===== src/rtl/comm_pkg.sv =====
// Shared types and constants for the channel output selector.
package comm_pkg;

    // Selector FSM states.
    typedef enum logic {
        RUN   = 1'b0,
        BLANK = 1'b1
    } sel_state_e;

    // Width of the blanking counter; holds BLANK_CYC values up to 15.
    localparam int CNT_W = 4;

    // Saturation value of the drop counter.
    localparam logic [7:0] DROP_MAX = 8'hFF;

    // Ceiling log2, minimum result 1 so a select field is never zero-width.
    function automatic int clog2(input int n);
        int r;
        r = 1;
        while ((1 << r) < n) begin
            r = r + 1;
        end
        return r;
    endfunction

endpackage


===== src/rtl/sel_blank_timer.sv =====
// Blanking down-counter: loads BLANK_CYC, counts down to zero, flags the last cycle.
module sel_blank_timer
    import comm_pkg::*;
#(
    parameter int BLANK_CYC = 2
) (
    input  logic             sysclk,
    input  logic             reset,
    input  logic             load,
    output logic [CNT_W-1:0] value,
    output logic             done
);

    // Load has priority so a restart in the middle of blanking begins a full period.
    always_ff @(posedge sysclk) begin
        if (!reset) begin
            value <= '0;
        end else if (load) begin
            value <= CNT_W'(BLANK_CYC);
        end else if (value != '0) begin
            value <= value - 1'b1;
        end
    end

    assign done = (value == CNT_W'(1));

endmodule


===== src/rtl/comm_out_sel.sv =====
// Channel output selector: registers one of NCH channels onto a single output
// slot, with blanking after a selection change and a saturating drop counter.
module comm_out_sel
    import comm_pkg::*;
#(
    parameter  int NCH       = 4,
    parameter  int DW        = 16,
    parameter  int BLANK_CYC = 2,
    parameter  int RST_SEL   = 0,
    localparam int SELW      = clog2(NCH)
) (
    input  logic              sysclk,
    input  logic              reset,
    input  logic [NCH*DW-1:0] ch_data,
    input  logic [NCH-1:0]    ch_valid,
    input  logic [SELW-1:0]   out_select,
    input  logic              sel_strobe,
    input  logic              hold,
    input  logic              out_ready,
    output logic [DW-1:0]     data_out,
    output logic              data_valid,
    output logic [SELW-1:0]   cur_sel,
    output logic              switching,
    output logic              sel_err,
    output logic [7:0]        drop_cnt
);

    sel_state_e       state_q;
    sel_state_e       state_d;
    logic [CNT_W-1:0] blank_value;
    logic             blank_done;
    logic             sel_in_range;
    logic             sel_ok;
    logic             slot_free;
    logic             beat;
    logic [DW-1:0]    sel_data;
    logic             capture;
    logic             drop;

    sel_blank_timer #(
        .BLANK_CYC(BLANK_CYC)
    ) u_blank_timer (
        .sysclk(sysclk),
        .reset (reset),
        .load  (sel_ok),
        .value (blank_value),
        .done  (blank_done)
    );

    // Request decode, slot status and capture/drop qualification.
    always_comb begin
        sel_in_range = (int'(out_select) < NCH);
        sel_ok       = sel_strobe && sel_in_range;
        slot_free    = !data_valid || out_ready;
        beat         = ch_valid[cur_sel];
        sel_data     = ch_data[int'(cur_sel)*DW +: DW];
        capture      = (state_q == RUN) && !hold && beat && slot_free;
        drop         = (state_q == RUN) && !hold && beat && !slot_free;
    end

    // Next-state logic; a valid request always (re)enters BLANK.
    always_comb begin
        state_d = state_q;
        if (sel_ok) begin
            state_d = BLANK;
        end else if ((state_q == BLANK) && blank_done) begin
            state_d = RUN;
        end
    end

    // State register.
    always_ff @(posedge sysclk) begin
        if (!reset) begin
            state_q <= RUN;
        end else begin
            state_q <= state_d;
        end
    end

    assign switching = (state_q == BLANK);

    // Output slot: capture uses the current selection even if a switch is requested this cycle.
    always_ff @(posedge sysclk) begin
        if (!reset) begin
            data_out   <= '0;
            data_valid <= 1'b0;
        end else if (capture) begin
            data_out   <= sel_data;
            data_valid <= 1'b1;
        end else if (out_ready) begin
            data_valid <= 1'b0;
        end
    end

    // Selection, error pulse and drop counter bookkeeping.
    always_ff @(posedge sysclk) begin
        if (!reset) begin
            cur_sel  <= SELW'(RST_SEL);
            sel_err  <= 1'b0;
            drop_cnt <= '0;
        end else begin
            sel_err <= sel_strobe && !sel_in_range;
            if (sel_ok) begin
                cur_sel  <= out_select;
                drop_cnt <= '0;
            end else if (drop && (drop_cnt != DROP_MAX)) begin
                drop_cnt <= drop_cnt + 8'd1;
            end
        end
    end

endmodule


===== config.mk =====
export PLATFORM = sky130hd
export DESIGN_NAME = comm_out_sel
export DESIGN_NICKNAME = d
export VERILOG_FILES = /design/src/rtl/comm_pkg.sv /design/src/rtl/sel_blank_timer.sv /design/src/rtl/comm_out_sel.sv
export SDC_FILE = /design/constraint.sdc
export NUM_CORES = 1
export LEC_CHECK = 0
export ABC_AREA = 1
export CAP_MARGIN = 15
export CELL_PAD_IN_SITES_DETAIL_PLACEMENT = 1
export CELL_PAD_IN_SITES_GLOBAL_PLACEMENT = 2
export CORE_MARGIN = 2
export CORE_UTILIZATION = 19
export CTS_CLUSTER_SIZE = 25
export DETAILED_ROUTE_END_ITERATION = 10
export PLACE_DENSITY = 0.87
export SLEW_MARGIN = 20
export SYNTH_ARGS = -nofsm -noshare
export SYNTH_HDL_FRONTEND = slang
export SYNTH_SLANG_ARGS = --single-unit

===== constraint.sdc =====
create_clock -name sysclk -period 1.7 [get_ports sysclk]
set_input_delay 0.425 -clock sysclk [delete_from_list [all_inputs] [get_ports sysclk]]
set_output_delay 0.425 -clock sysclk [all_outputs]
set_load 0.01 [all_outputs]

==> results.tsv, run 1 <==
metric	value	unit
CP arrival	1.23	ns
Post-Syn Nets	371	
Die Y	104	um
maxcap violations	0	
initial antenna violation count	0	
min Tclk post-route	1.65	ns
clk buf depth	2	
Cell Area, Synth	0.00192	mm2
Startpoint Class	flop	
Post-synth EDFFs	0	
Routed Antenna Nets	0	
DRT Pass-1 Iters	4	
Num CTS Buffers	5	
VDD IR max	0.368	mV
hold crit path type	reg -> reg	
die area	0.0109	mm2
most numerous cell in the Yosys netlist	nor2_1	
nets@finish	480	
reg2reg start	drop_cnt[1]	
Highest Clock Rate	605	MHz
WHS	0.491	ns
global-route wire length before repair	12600	um
via count	2376	
Post-CTS Setup Bufs	0	
critical-path cell list	clkdlybuf4s50_1	
Root Buffer	clkbuf_8	
clock latency on the worst-skew pair	0.28	ns
Max Slew Vio Count	0	
register clock-pin slew on the reported worst setup and hold paths	0.07	ns
Final Wtd Congestion	0.763	
# rows	36	
# setup viols final	0	
Power Total	2.22	mW
Worst Hold Path Cells	1	
dpl hpwl	5860	um
Critical Path Sink Type	output pin	
Global Route Usage Sum	14.2	%
PortBufs	102	
Die Width	104	um
share of the synthesized area in the top cell type	33.4	%
crit-path max FO	6	
Setup crit start	drop_cnt[7]	
Ys Warns	0	
reg2reg end	drop_cnt[1]	
CP Data Required Time	1.27	ns
Placed Instance Area	0.00313	mm2
status	completed	
final worst-path cycle share	97.2	%
fill count	1241	
wire per inst	13.7	um
pwr dens	678	mW/mm2
fraction of registers with async set/reset	0	%
ranking of synthesized cells by area	dfxtp_1 33%, nor2_1 15%, o21ai_0 11%, nand2_1 6.3%, o22ai_1 5.2%	
placed cell count	530	
largest net degree at the start of global routing	23	
Final Hold Fails	0	
Primary FF master, synth	dfxtp_1	
WS Path Type	reg -> out	
RSZ-0062 raised after global routing	false	
fraction of layout cells with a size suffix above 1	12.8	%
Core Box Area	0.00977	mm2
FF+latch area	652	um2
#FFs+latches synth	32	
register area share after synthesis	33.4	%
starting density of the core	19.6	%
HP Start	u_blank_timer.value[0]	
CP bufs+invs	1	
cell area after layout	0.00328	mm2
Cells after Synth	295	
total gr overflow	0	
critical path depth	1	
multi-input logic area	0.00109	mm2
H-tree depth	2	
Largest stage delay, worst path	0.56	ns
Finished Layout Cells	538	
Setup Skew	0.00626	ns
starting DRC count in detailed routing	52	
slowest cell on the critical path	clkdlybuf4s50_1	
synth-to-layout area growth	70.8	%
CTS tree	yes	
Ports	104	
Static Leak	1.31	nW
drt total wl	7360	um
CP top delay family	buffers and inverters	
FF-to-FF path depth	8	
via-per-instance ratio	4.42	
cell accounting for the most synthesized area	dfxtp_1	
top cells by count, synth	76 x nor2_1, 41 x o21ai_0, 32 x dfxtp_1, 32 x nand2_1, 20 x inv_1	
drt drc	0	
setup slack, reg-to-reg	0.26	ns
vias in the first global route	2614	
Hold Path Sink	u_blank_timer.value[0]	
Clock Sinks	32	
setup TNS	0	ns
Diodes inserted	0	
syn avg cell area	6.50	um2
Cell variety after synth	29	
## per-stage QoR
step           setup WS, ns  utilization [%]
6_report             0.0478             33.5
5_1_grt             0.00235             33.5
4_1_cts             0.00318             33.4
3_5_place_dp         -0.129             32.1
3_3_place_gp         -0.105             32.1
2_1_floorplan         0.348                -
## per-layer routing
| layer | vias to the layer above | share of wire, % | wire [um] | track usage, % |
|---|---|---|---|---|
| li1 | 1188 | - | - | - |
| met2 | 53 | 49 | 3580 | 25.0 |
| met1 | 1125 | 45 | 3320 | 17.1 |
| met4 | 0 | 2.2 | 161 | 4.44 |
| met3 | 10 | 4.1 | 299 | 3.07 |
| met5 | - | 0 | 0 | 0 |
## how the worst max path moves through the flow
| stage | endpoint |
|---|---|
| finish | drop_cnt[7] |
| detailed placement | data_out[9] |
| floorplan | data_out[0] |
| global placement | data_out[9] |
| CTS | cur_sel[0] |
| global route | drop_cnt[1] |
## cell type report
type                       count  share of cell area (%)
timing repair buffer         117                    35.1
multi-input combinational    225                    33.3
sequential                    32                    19.9
tap                          133                    5.08
clock buffer                   7                    2.94
inverter                      23                    2.79
clock inverter                 1                   0.917
## where the power goes
part           total [mW]  internal (mW)  switching, mW
registers           0.822          0.792         0.0295
logic               0.580          0.323          0.258
clock network       0.819          0.518          0.302
## logic make-up (layout without fill, tap and decap cells)
kind of cell | after synthesis | in the layout | share of synthesized area, %
AOI/OAI and AO/OA | 79 | 79 | 21.8
buffers and inverters | 38 | 148 | 9.78
xor gates and xnor gates | 1 | 1 | 0.457
other | 1 | 1 | 0.196
DFF | 32 | 32 | 33.4
and+or+nand+nor | 143 | 143 | 33.7
adders and majority gates | 1 | 1 | 0.652
## cells in the final DEF, fill, tap and decap left out, drive strengths merged
cell	count
dlymetal6s2s	2
clkbuf	7
conb	1
bufinv	1
o22ai	16
xor2	1
inv	23
ha	1
nor2	91
nor3	3
buf	15
a21oi	11
a211oi	1
o21ai	51
nand3	12
nand2	33
dlygate4sd2	1
dfxtp	32
clkdlybuf4s50	99
nand4	4
## what timing repair did
item                                    in CTS  in global routing
gates resized for setup                      7                  4
hold buffers                                 0                  0
endpoints found under the setup margin       6                  4
## sequential cells by signal (all words and copies together), names as in the netlist
register	count
cur_sel	2
switching	1
drop_cnt	8
data_valid	1
data_out	16
u_blank_timer.value	4
(Power assumes the default switching activity.)
==> run 2: changes to the inputs <==
SETUP_SLACK_MARGIN = 0.5   (was not set)
==> results.tsv, run 2 (same netlist as run 1, synthesis figures left out) <==
metric	value	unit	change
status	completed		unchanged
DRT Pass-1 Iters	4		unchanged
Static Leak	1.47	nW	was 1.31 nW
Highest Clock Rate	691	MHz	was 605 MHz
Startpoint Class	flop		unchanged
# rows	36		unchanged
WS Path Type	reg -> reg		was reg -> out
post-route setup slack	0.252	ns	was 0.0478 ns
Setup Skew	0.0104	ns	was 0.00626 ns
max reg flops	16		unchanged
crit-path max FO	8		was 6
Switch Pwr	0.645	mW	was 0.589 mW
Setup crit start	cur_sel[0]		was drop_cnt[7]
reg2reg start	cur_sel[0]		was drop_cnt[1]
vias in the first global route	2566		was 2614
via-per-instance ratio	4.42		about the same
Clock Sinks	32		unchanged
Critical Path Sink Type	flop		was output pin
dpl hpwl	6010	um	was 5860 um
sequential group share of total power	36.8	%	was 37.0%
Routed Antenna Nets	0		unchanged
Setup WS pre-CTS	-0.156	ns	was -0.129 ns
Num CTS Buffers	5		unchanged
Reg with most FFs	data_out		unchanged
total gr overflow	0		unchanged
leading cell type in the layout, fill and taps excluded	nor2_1		was clkdlybuf4s50_1
HP Start	data_out[15]		was u_blank_timer.value[0]
Final Hold Fails	0		unchanged
PortBufs	102		unchanged
wire per inst	14.4	um	was 13.7 um
cell area after layout	0.00361	mm2	was 0.00328 mm2
clk buf depth	2		unchanged
combinational share of power	30.1	%	was 26.1%
clock latency on the worst-skew pair	0.29	ns	was 0.28 ns
initial antenna violation count	0		unchanged
Die Y	104	um	unchanged
starting DRC count in detailed routing	49		was 52
H-tree depth	2		unchanged
die area	0.0109	mm2	unchanged
drt total wl	8030	um	was 7360 um
# setup viols final	0		unchanged
pwr dens	620	mW/mm2	was 678 mW/mm2
Final Wtd Congestion	0.751		was 0.763
RSZ-0062 raised after global routing	true		was false
synth-to-layout area growth	88.0	%	was 70.8%
placed cell count	529		was 530
sw frac	28.9	%	was 26.5%
Finished Layout Cells	559		was 538
final worst-path cycle share	85.2	%	was 97.2%
Regs by FF count	data_out (16), drop_cnt (8), u_blank_timer.value (4)		unchanged
global-route wire length before repair	12700	um	was 12600 um
VDD IR max	0.294	mV	was 0.368 mV
Ports	104		unchanged
most frequent cells in the layout	72 x nor2_1, 68 x clkdlybuf4s50_1, 34 x o21ai_0		was 99 x clkdlybuf4s50_1, 76 x nor2_1, 41 x o21ai_0
Core Box Area	0.00977	mm2	unchanged
Die Width	104	um	unchanged
Power Total	2.23	mW	was 2.22 mW
drt drc	0		unchanged
Final Util	36.9	%	was 33.5%
Root Buffer	clkbuf_8		unchanged
Max Slew Vio Count	0		unchanged
maxcap violations	0		unchanged
via count	2473		was 2376
CP Data Required Time	1.91	ns	was 1.27 ns
Diodes inserted	0		unchanged
largest net degree at the start of global routing	23		unchanged
CP arrival	1.66	ns	was 1.23 ns
starting density of the core	19.6	%	unchanged
Clock Power Share	33.1	%	was 36.9%
nets@finish	501		was 480
Global Route Usage Sum	14.4	%	was 14.2%
fraction of layout cells with a size suffix above 1	34.5	%	was 12.8%
register clock-pin slew on the reported worst setup and hold paths	0.07	ns	about the same
Placed Instance Area	0.00314	mm2	was 0.00313 mm2
CTS tree	yes		unchanged
Pint	1.59	mW	was 1.63 mW
hold crit path type	reg -> reg		unchanged
min Tclk post-route	1.45	ns	was 1.65 ns
[run 2: changes by cell type in the layout (fill, tap and decap cells not counted), sizes merged]
cell and change:
clkinv +2, dlymetal6s2s -2, clkdlybuf4s50 -31, inv -1
clkbuf -1, buf +49, dlygate4sd2 +5
[run 2: worst paths after layout]
kind | cells past startpoint | end | slack [ns]
worst max-delay path | 9 | data_out[9] | 0.25
worst min-delay path | 2 | data_out[15] | 0.49
worst min register to register | 2 | data_out[15] | 0.49
worst max register to register | 9 | data_out[9] | 0.25
[run 2: critical path, stage by stage, from the launching register on]
cell      delay, ns
dfxtp_4        0.35
buf_12         0.14
clkinv_8       0.06
nand2_4        0.06
nand3_4        0.11
nand3_4        0.11
nor2_8         0.19
buf_8          0.17
o21ai_2        0.06
nor2_1         0.12
[run 2: power by group through the flow]
stage | Sequential (mW) | Combinational (mW) | Clock [mW]
after global placement | 0.841 | 0.574 | 0
final | 0.822 | 0.672 | 0.740
after detailed placement | 0.842 | 0.587 | 0
after CTS | 0.814 | 0.612 | 0.755
after global routing | 0.827 | 0.732 | 0.783
after floorplan | 0.848 | 0.248 | 0
[run 2: metrics by stage]
step | TNS (ns) | hold slack [ns]
finish | 0 | 0.489
global route | 0 | 0.504
CTS | 0 | 0.494
detailed placement | -2.52 | 0.482
global placement | -1.75 | 0.471
floorplan | 0 | 0.443
[run 2: area by class of cell]
type                       instances  area (um2)
multi-input combinational        225        1210
sequential                        32         701
clock inverter                     2        35.0
timing repair buffer             138        1320
fill                            1208        6170
clock buffer                       6        72.6
tap                              133         166
inverter                          23         106
[run 2: timing repair]
item,CTS,global route
buffers inserted,15,7
endpoints found under the setup margin,53,51
pin swaps,12,16
resized for setup,156,67
hold buffers,0,0
[run 2: layer usage]
| layer | vias up | wire length [um] | GRT usage, % |
|---|---|---|---|
| met5 | - | 0 | 0 |
| met4 | 0 | 93 | 3.96 |
| met3 | 6 | 329 | 3.57 |
| met2 | 48 | 4210 | 26.8 |
| met1 | 1184 | 3390 | 16.2 |
| li1 | 1235 | - | - |
